$ cat config.mk
export PLATFORM = sky130hd
export DESIGN_NAME = scenario_experiment_fsm
export DESIGN_NICKNAME = d
export VERILOG_FILES = /design/src/rtl/bus_package.sv /design/src/rtl/trigger_sync_edge.sv /design/src/rtl/scenario_experiment_fsm.sv
export SDC_FILE = /design/constraint.sdc
export NUM_CORES = 1
export LEC_CHECK = 0
export CELL_PAD_IN_SITES_DETAIL_PLACEMENT = 1
export CELL_PAD_IN_SITES_GLOBAL_PLACEMENT = 2
export CORE_MARGIN = 1.5
export CORE_UTILIZATION = 38
export CTS_BUF_LIST = sky130_fd_sc_hd__clkbuf_8 sky130_fd_sc_hd__clkbuf_16
export CTS_CLUSTER_SIZE = 14
export DETAILED_ROUTE_END_ITERATION = 16
export PLACE_DENSITY_LB_ADDON = 0.08
export SYNTH_ARGS = -nofsm -noshare
export SYNTH_HDL_FRONTEND = slang
export SYNTH_SLANG_ARGS = --single-unit
$ cat constraint.sdc
create_clock -name clock -period 7.4 [get_ports clock]
set_clock_uncertainty 0.05 [all_clocks]
set_input_delay 1.48 -clock clock [delete_from_list [all_inputs] [get_ports clock]]
set_output_delay 1.48 -clock clock [all_outputs]
set_load 0.02 [all_outputs]
$ cat src/rtl/bus_package.sv
// Shared types and defaults for the synchronization-block scenario engines.
package bus_package;

   localparam int DEFAULT_COUNTER_WIDTH = 32;

   typedef enum logic [7:0] {
      ST_IDLE  = 8'd0,
      ST_ARMED = 8'd1,
      ST_DELAY = 8'd2,
      ST_FIRE  = 8'd3,
      ST_DONE  = 8'd4,
      ST_FAULT = 8'd5
   } scenario_state_t;

endpackage

$ cat src/rtl/trigger_sync_edge.sv
// Multi-stage synchronizer for an asynchronous input followed by a registered
// rising-edge detector producing a one-cycle pulse.
module trigger_sync_edge #(
   parameter int STAGES = 2
) (
   input  logic clock,
   input  logic reset_n,
   input  logic async_in,
   output logic edge_pulse
);

   logic [STAGES-1:0] sync_q;
   logic              last_q;

   // The pulse is registered so downstream logic never sees a combinational path from the pin.
   always_ff @(posedge clock or negedge reset_n) begin
      if (!reset_n) begin
         sync_q     <= '0;
         last_q     <= 1'b0;
         edge_pulse <= 1'b0;
      end else begin
         sync_q     <= {sync_q[STAGES-2:0], async_in};
         last_q     <= sync_q[STAGES-1];
         edge_pulse <= sync_q[STAGES-1] & ~last_q;
      end
   end

endmodule

$ cat src/rtl/scenario_experiment_fsm.sv
// Single-run detonation scenario engine: arm, wait for a synchronized trigger,
// delay, fire a programmable-width pulse, repeat for the programmed shot count.
module scenario_experiment_fsm
   import bus_package::*;
#(
   parameter int COUNTER_WIDTH = DEFAULT_COUNTER_WIDTH,
   parameter int SYNC_STAGES   = 2
) (
   input  logic                     clock,
   input  logic                     reset_n,
   input  logic                     scen_start,
   input  logic                     scen_abort,
   input  logic                     input_trigger,
   input  logic [COUNTER_WIDTH-1:0] delay_cycles,
   input  logic [COUNTER_WIDTH-1:0] pulse_width,
   input  logic [COUNTER_WIDTH-1:0] shot_count,
   input  logic [COUNTER_WIDTH-1:0] arm_timeout,
   output logic                     detonation_signal,
   output logic                     output_trigger,
   output logic [7:0]               scenario_state,
   output logic [COUNTER_WIDTH-1:0] counter_out
);

   scenario_state_t            state;
   logic                       trig_edge;
   logic [COUNTER_WIDTH-1:0]   dur_cnt;
   logic [COUNTER_WIDTH-1:0]   shots_done;
   logic [COUNTER_WIDTH-1:0]   shots_next;
   logic [COUNTER_WIDTH-1:0]   delay_lat;
   logic [COUNTER_WIDTH-1:0]   width_lat;
   logic [COUNTER_WIDTH-1:0]   shots_lat;
   logic [COUNTER_WIDTH-1:0]   timeout_lat;

   trigger_sync_edge #(
      .STAGES (SYNC_STAGES)
   ) u_trigger_sync (
      .clock      (clock),
      .reset_n    (reset_n),
      .async_in   (input_trigger),
      .edge_pulse (trig_edge)
   );

   assign shots_next     = shots_done + COUNTER_WIDTH'(1);
   assign scenario_state = state;
   assign counter_out    = shots_done;

   // dur_cnt is the shared duration counter; it holds the 1-based index of the
   // current cycle within ARMED, DELAY or FIRE, so equality against the latched
   // limit marks the last cycle of that state.
   always_ff @(posedge clock or negedge reset_n) begin
      if (!reset_n) begin
         state             <= ST_IDLE;
         dur_cnt           <= '0;
         shots_done        <= '0;
         delay_lat         <= '0;
         width_lat         <= '0;
         shots_lat         <= '0;
         timeout_lat       <= '0;
         detonation_signal <= 1'b0;
         output_trigger    <= 1'b0;
      end else begin
         output_trigger <= 1'b0;
         if (scen_abort) begin
            state             <= ST_IDLE;
            dur_cnt           <= '0;
            shots_done        <= '0;
            detonation_signal <= 1'b0;
         end else begin
            case (state)
               ST_IDLE, ST_DONE, ST_FAULT: begin
                  if (scen_start) begin
                     state       <= ST_ARMED;
                     dur_cnt     <= COUNTER_WIDTH'(1);
                     shots_done  <= '0;
                     delay_lat   <= delay_cycles;
                     width_lat   <= (pulse_width == '0) ? COUNTER_WIDTH'(1) : pulse_width;
                     shots_lat   <= (shot_count == '0) ? COUNTER_WIDTH'(1) : shot_count;
                     timeout_lat <= arm_timeout;
                  end
               end
               ST_ARMED: begin
                  if (trig_edge) begin
                     dur_cnt <= COUNTER_WIDTH'(1);
                     if (delay_lat == '0) begin
                        state             <= ST_FIRE;
                        detonation_signal <= 1'b1;
                        output_trigger    <= 1'b1;
                     end else begin
                        state <= ST_DELAY;
                     end
                  end else if (timeout_lat != '0) begin
                     if (dur_cnt == timeout_lat) begin
                        state <= ST_FAULT;
                     end else begin
                        dur_cnt <= dur_cnt + COUNTER_WIDTH'(1);
                     end
                  end
               end
               ST_DELAY: begin
                  if (dur_cnt == delay_lat) begin
                     state             <= ST_FIRE;
                     dur_cnt           <= COUNTER_WIDTH'(1);
                     detonation_signal <= 1'b1;
                     output_trigger    <= 1'b1;
                  end else begin
                     dur_cnt <= dur_cnt + COUNTER_WIDTH'(1);
                  end
               end
               ST_FIRE: begin
                  if (dur_cnt == width_lat) begin
                     detonation_signal <= 1'b0;
                     shots_done        <= shots_next;
                     dur_cnt           <= COUNTER_WIDTH'(1);
                     state             <= (shots_next == shots_lat) ? ST_DONE : ST_ARMED;
                  end else begin
                     dur_cnt <= dur_cnt + COUNTER_WIDTH'(1);
                  end
               end
               default: begin
                  state             <= ST_IDLE;
                  dur_cnt           <= '0;
                  detonation_signal <= 1'b0;
               end
            endcase
         end
      end
   end

endmodule

### Yosys cells after proc, flatten, opt, wreduce, memory -nomap -nowiden

Index checks and enable logic that the tools add are counted.

* add/sub/neg operators: 2
* $mul: 0
* div/mod/pow operators: 0
* magnitude comparators: 0
* equal/unequal tests: 18
* shift operators: 0
* muxes and demuxes: 35
* bitwise operators: 3
* reduce and logical (&&, ||, !) cells: 12

Operators by type and width (count)
* $mux W32: 12
* $eq A32 B32 Y1: 4
* $pmux W32 S4: 1
* $logic_not A32 Y1: 3
* $add A32 B1 Y32 const B: 2
* $pmux W32 S2: 1
* $mux W8: 7
* $pmux W8 S4: 1
* $reduce_bool A32 Y1: 1
* $eq A8 B2 Y1 const B: 2
* $eq A8 B3 Y1 const B: 2
* $ne A3 B3 Y1 const B: 4
* $ne A4 B3 Y1 const B: 3
* $mux W1: 10
* $reduce_and A5 Y1: 2
* $reduce_and A3 Y1: 3
* $eq A8 B1 Y1 const B: 1
* $logic_not A8 Y1: 1
* $pmux W1 S4: 1
* $mux W3: 1
* $ne A3 B2 Y1 const B: 1
* $reduce_bool A3 Y1: 1
* $reduce_or A3 Y1: 1
* $ne A2 B2 Y1 const B: 1
* 3 further kinds: 4

* register bits: 206
* bits in latches: 0
* RAM bits: 0
* bits in read-only memories: 0
* input bits: 133
* output and inout port bits: 42
* word-level logic and storage cells: 82
* memories kept: 0

### Logic depth before layout (Yosys ltp)

* word-level depth: 6
* gate-level depth with buffers: 11
* gate-level depth less buffers: 9

### By module

A second synthesis with hierarchy kept.

* cell total of the unflattened synthesis: 1106
* area total of the unflattened synthesis: 11387.2 um^2

By module, submodules not included
* scenario_experiment_fsm: times used 1, cells an instance 1101, area each 11273.3 um^2, seq. area each 4929.7 um^2
* trigger_sync_edge: times used 1, cells an instance 5, area each 113.9 um^2, seq. area each 100.1 um^2

### Worst setup path after synthesis

Ideal clock, no wire load.

* path kind: input port to flip-flop
* from: input port scen_abort
* to: register shots_done[29] (netlist: counter_out[29])
* library setup time: 0.118 ns
* arrival: 3.208 ns
* data required time: 7.232 ns
* slack: 4.024 ns
* stages: 11
* buffers on the path: 3
* cell sequence: clkbuf_1 > nor2_1 > nand3_1 > nor3_1 > nor2_1 > o21ai_0 > nand3b_2 > buf_2 > buf_2 > nor3_1 > a21o_1

* cells in the longest elaborated chain, start to end: 2
* elaborated cells between the ends (all ways): 5
* classes of those cells: eq/ne: 2; mux: 1; reduce/logical: 2

Ends and longest elaborated chain
* start, declared: line scenario_experiment_fsm.sv:12 `input logic scen_abort,`
* $ne A3 B3 Y1 (no line) or $reduce_bool A3 Y1 (tied branches)
* $reduce_and A3 Y1 (no line)
* end signal, assigned: line scenario_experiment_fsm.sv:112 `shots_done <= shots_next;`
* end, declared: line scenario_experiment_fsm.sv:27 `logic [COUNTER_WIDTH-1:0] shots_done;`

Several ways; a longest one is shown, not always the timed one.
A chain may end at the register's enable or synchronous reset.

### Worst setup path after layout

* from: input port scen_abort
* to: register shots_done[20] (netlist: counter_out[20])

Same word-level chain as after synthesis.

==> impl_metrics.tcl <==
set metrics [dict create \
    start_util_pct 38.5 \
    pwr-share-comb_pct 28.9 \
    die_w_um 176 \
    ys_seq_elements 201 \
    ctsHoldBuffers 0 \
    final_util_pct 47.6 \
    fin_tns_setup_ps 0 \
    via_per_inst 5.55 \
    critPathLaunchType "input port" \
    r2r_setup_slack_ps 3540 \
    hold_violations 0 \
    htree_levels 1 \
    async_flop_share_pct 100 \
    min_to "u_trigger_sync.last_q" \
    status "completed" \
    p_int_mw 2.97 \
    syn_to_final_growth_pct 23.7 \
    fin_crit_ps 4400 \
    drt-total-wl_um 35900 \
    synth_top_family_by_area "simple AND/OR/NAND/NOR gates" \
    clock_sinks 201 \
    cts_buffer_depth 3 \
    grt_pass1_vias 9287 \
    tritoncts "built" \
    die_h_um 176 \
    postCtsSetupBuffers 0 \
    netlist_top_cells_area "dfrtp_1 44%, mux2_2 13%, xnor2_1 6.7%, xor2_1 4.0%, nor4_1 3.5%" \
    muxShareOfSynthArea_pct 14.2 \
    power.switching_mw 1.44 \
    timing.final.crit_share_pct 59.4 \
    worstSetupEndpointType "flop" \
    synth_compound_gate_area_share_pct 8.76 \
    drc_errors 0 \
    p_total_mw 4.41 \
    cts_resized 0 \
    worstMarginPinSlew_ps 932 \
    drive_above_1_share_pct 16.8 \
    yosysTopAreaCell "dfrtp_1" \
    dp_hpwl_um 26100 \
    fmax_mhz 228 \
    min_from "u_trigger_sync.sync_q[1]" \
    synth_top_area_share_pct 44.2 \
    synth-seq-area-share_pct 44.2 \
    wl_per_cell_um 22.0 \
    grt_max_degree 100 \
    syn-cell-area_sq_um 11400 \
    place.gp.congestion 0.824 \
    synth_xor_xnor_area_share_pct 10.7 \
    dr.pass1.iters 5 \
    max-cap-violations 0 \
    synthFlopType "dfrtp_1" \
    io_pins 175 \
    p_leak_nw 5.75 \
    rows 63 \
    yosys.area_share.adder_pct 0.220 \
    holdPathStages 0 \
    drtAntennaViolNets 0 \
    synth.distinct_cells 68 \
    grt_usage_pct 23.4 \
    pwr-share-seq_pct 42.7 \
    finalSetupViolations 0 \
    p_clk_share_pct 28.4 \
    regToRegStartpoint "dur_cnt[28]" \
    crit_fanout 37 \
    crit_type "in -> reg" \
    antenna_found_initial 0 \
    critPathRequiredTime_ps 7790 \
    grt_pass1_wl_um 55800 \
    fp.coreArea_sq_um 29600 \
    hold_path_class "reg -> reg" \
    avgSynthCellArea_sq_um 10.3 \
    irDropWorstVdd_uv 193 \
    synthSimpleGateAreaFrac_pct 17.4 \
    clk_pin_slew_ps 60 \
    dieArea_sq_um 31000 \
    syn_inst 1103 \
    relSlewSlack_pct 37.9 \
    slew_violations 0 \
    n_antenna_cell 0 \
    cts_buffers 26 \
    drt-initial-drc-count 527 \
    regToRegEndpoint "counter_out[20]" \
    switching_share_pct 32.7 \
    grt_overflow 0 \
    power_density_nw_per_um2 313 \
    yosysWarnings 0 \
    r2r_cells 10 \
    fin_nets 1358 \
    clk_latency_ps 530 \
    port_buffers 169 \
    via_count 9044 \
    arrival_ps 4780 \
    cts-root-buf "clkbuf_16" \
    synth-edff-count 0 \
    rsz0062_at_grt "no" \
]
-- stage by stage --
stage	hold slack, ps	instances	setup slack [ps]	instance area (sq um)
final	321	1630	3000	14100
after global routing	332	1630	2800	14100
after CTS	321	1630	3060	14100
after detailed placement	311	1585	2540	13200
after global placement	304	1585	2690	13200
after floorplan	281	1107	4020	11400
-- cell families after synthesis --
group / Yosys count
muxes: 146
buffers and inverters: 108
other: 1
AOI/OAI and AO/OA: 161
DFF: 201
xor gates and xnor gates: 139
adders and majority gates: 2
and+or+nand+nor: 345
-- area by class of cell --
type | count | area, sq um
Sequential cell | 201 | 5030
Clock inverter | 10 | 71.3
Clock buffer | 35 | 786
Fill cell | 3175 | 15500
Multi-Input combinational cell | 798 | 5880
Timing Repair Buffer | 179 | 1770
Tap cell | 390 | 488
Inverter | 17 | 63.8
-- cells in the mapped netlist, types with 19 or more instances --
library cell / count
a21o_1: 29
a21oi_1: 33
buf_2: 33
clkbuf_1: 39
dfrtp_1: 201
mux2_2: 129
nand2_1: 64
nand3_1: 38
nand4_1: 38
nor2_1: 42
nor3_1: 19
nor4_1: 63
o21ai_0: 63
xnor2_1: 87
xor2_1: 52
-- sequential cells by signal, indices dropped and copies added, names as in the netlist --
| name | count |
|---|---|
| detonation_signal | 1 |
| shots_lat | 32 |
| delay_lat | 32 |
| u_trigger_sync.sync_q | 2 |
| width_lat | 32 |
| scenario_state | 3 |
| u_trigger_sync.last_q | 1 |
| timeout_lat | 32 |
| counter_out | 32 |
| u_trigger_sync.edge_pulse | 1 |
| output_trigger | 1 |
| dur_cnt | 32 |
-- worst max-delay path by stage --
stage	depth (start not counted)	to	start	slack [ps]
2_1_floorplan	11	counter_out[29]	scen_abort	4020
3_3_place_gp	11	counter_out[20]	scen_abort	2690
3_5_place_dp	11	counter_out[20]	scen_abort	2540
4_1_cts	11	counter_out[20]	scen_abort	3060
5_1_grt	11	counter_out[7]	scen_abort	2800
6_report	11	counter_out[20]	scen_abort	3000
-- per-layer routing --
layer	track usage [%]	up-vias	wire, um
met2	34.9	251	15300
met5	0	-	0
met4	5.84	0	835
met1	35.5	4545	18000
met3	3.32	46	1790
li1	-	4202	-
-- worst max-delay path, stage by stage --
cell and delay [ps]:
clkdlybuf4s50_1 680, nor2_1 180, nand3_1 130, buf_4 240
nor3_1 110, nor2_1 80, o21ai_0 160, nand3b_2 780
buf_4 480, or3_1 370, o221ai_1 80
-- cells in the final DEF, fill, tap and decap left out, types with 6 or more instances in the layout --
master,n
clkdlybuf4s50_1,168
buf_4,10
nor2_1,42
o21ai_0,63
xnor2_1,87
nor3_1,19
inv_1,20
or3_1,9
xor2_1,52
clkbuf_8,9
clkinv_2,6
dfrtp_1,201
and3_1,17
nand2_1,64
a21o_1,29
a21oi_1,33
mux2i_1,17
clkbuf_16,27
nand4_1,38
nor2b_1,6
nand3_1,37
mux2_2,129
and2_1,8
nor3b_1,8
and4_1,6
nor4_1,63
o22ai_1,6
-- power groups by stage --
stage / combinational, mW / sequential (mW) / clock (mW)
floorplan: 0.990 / 1.73 / 0
global placement: 1.25 / 1.88 / 0
detailed placement: 1.28 / 1.90 / 0
CTS: 1.29 / 1.88 / 1.28
global route: 1.41 / 1.94 / 1.32
finish: 1.28 / 1.88 / 1.25
Power figures use the tool's default switching activity.
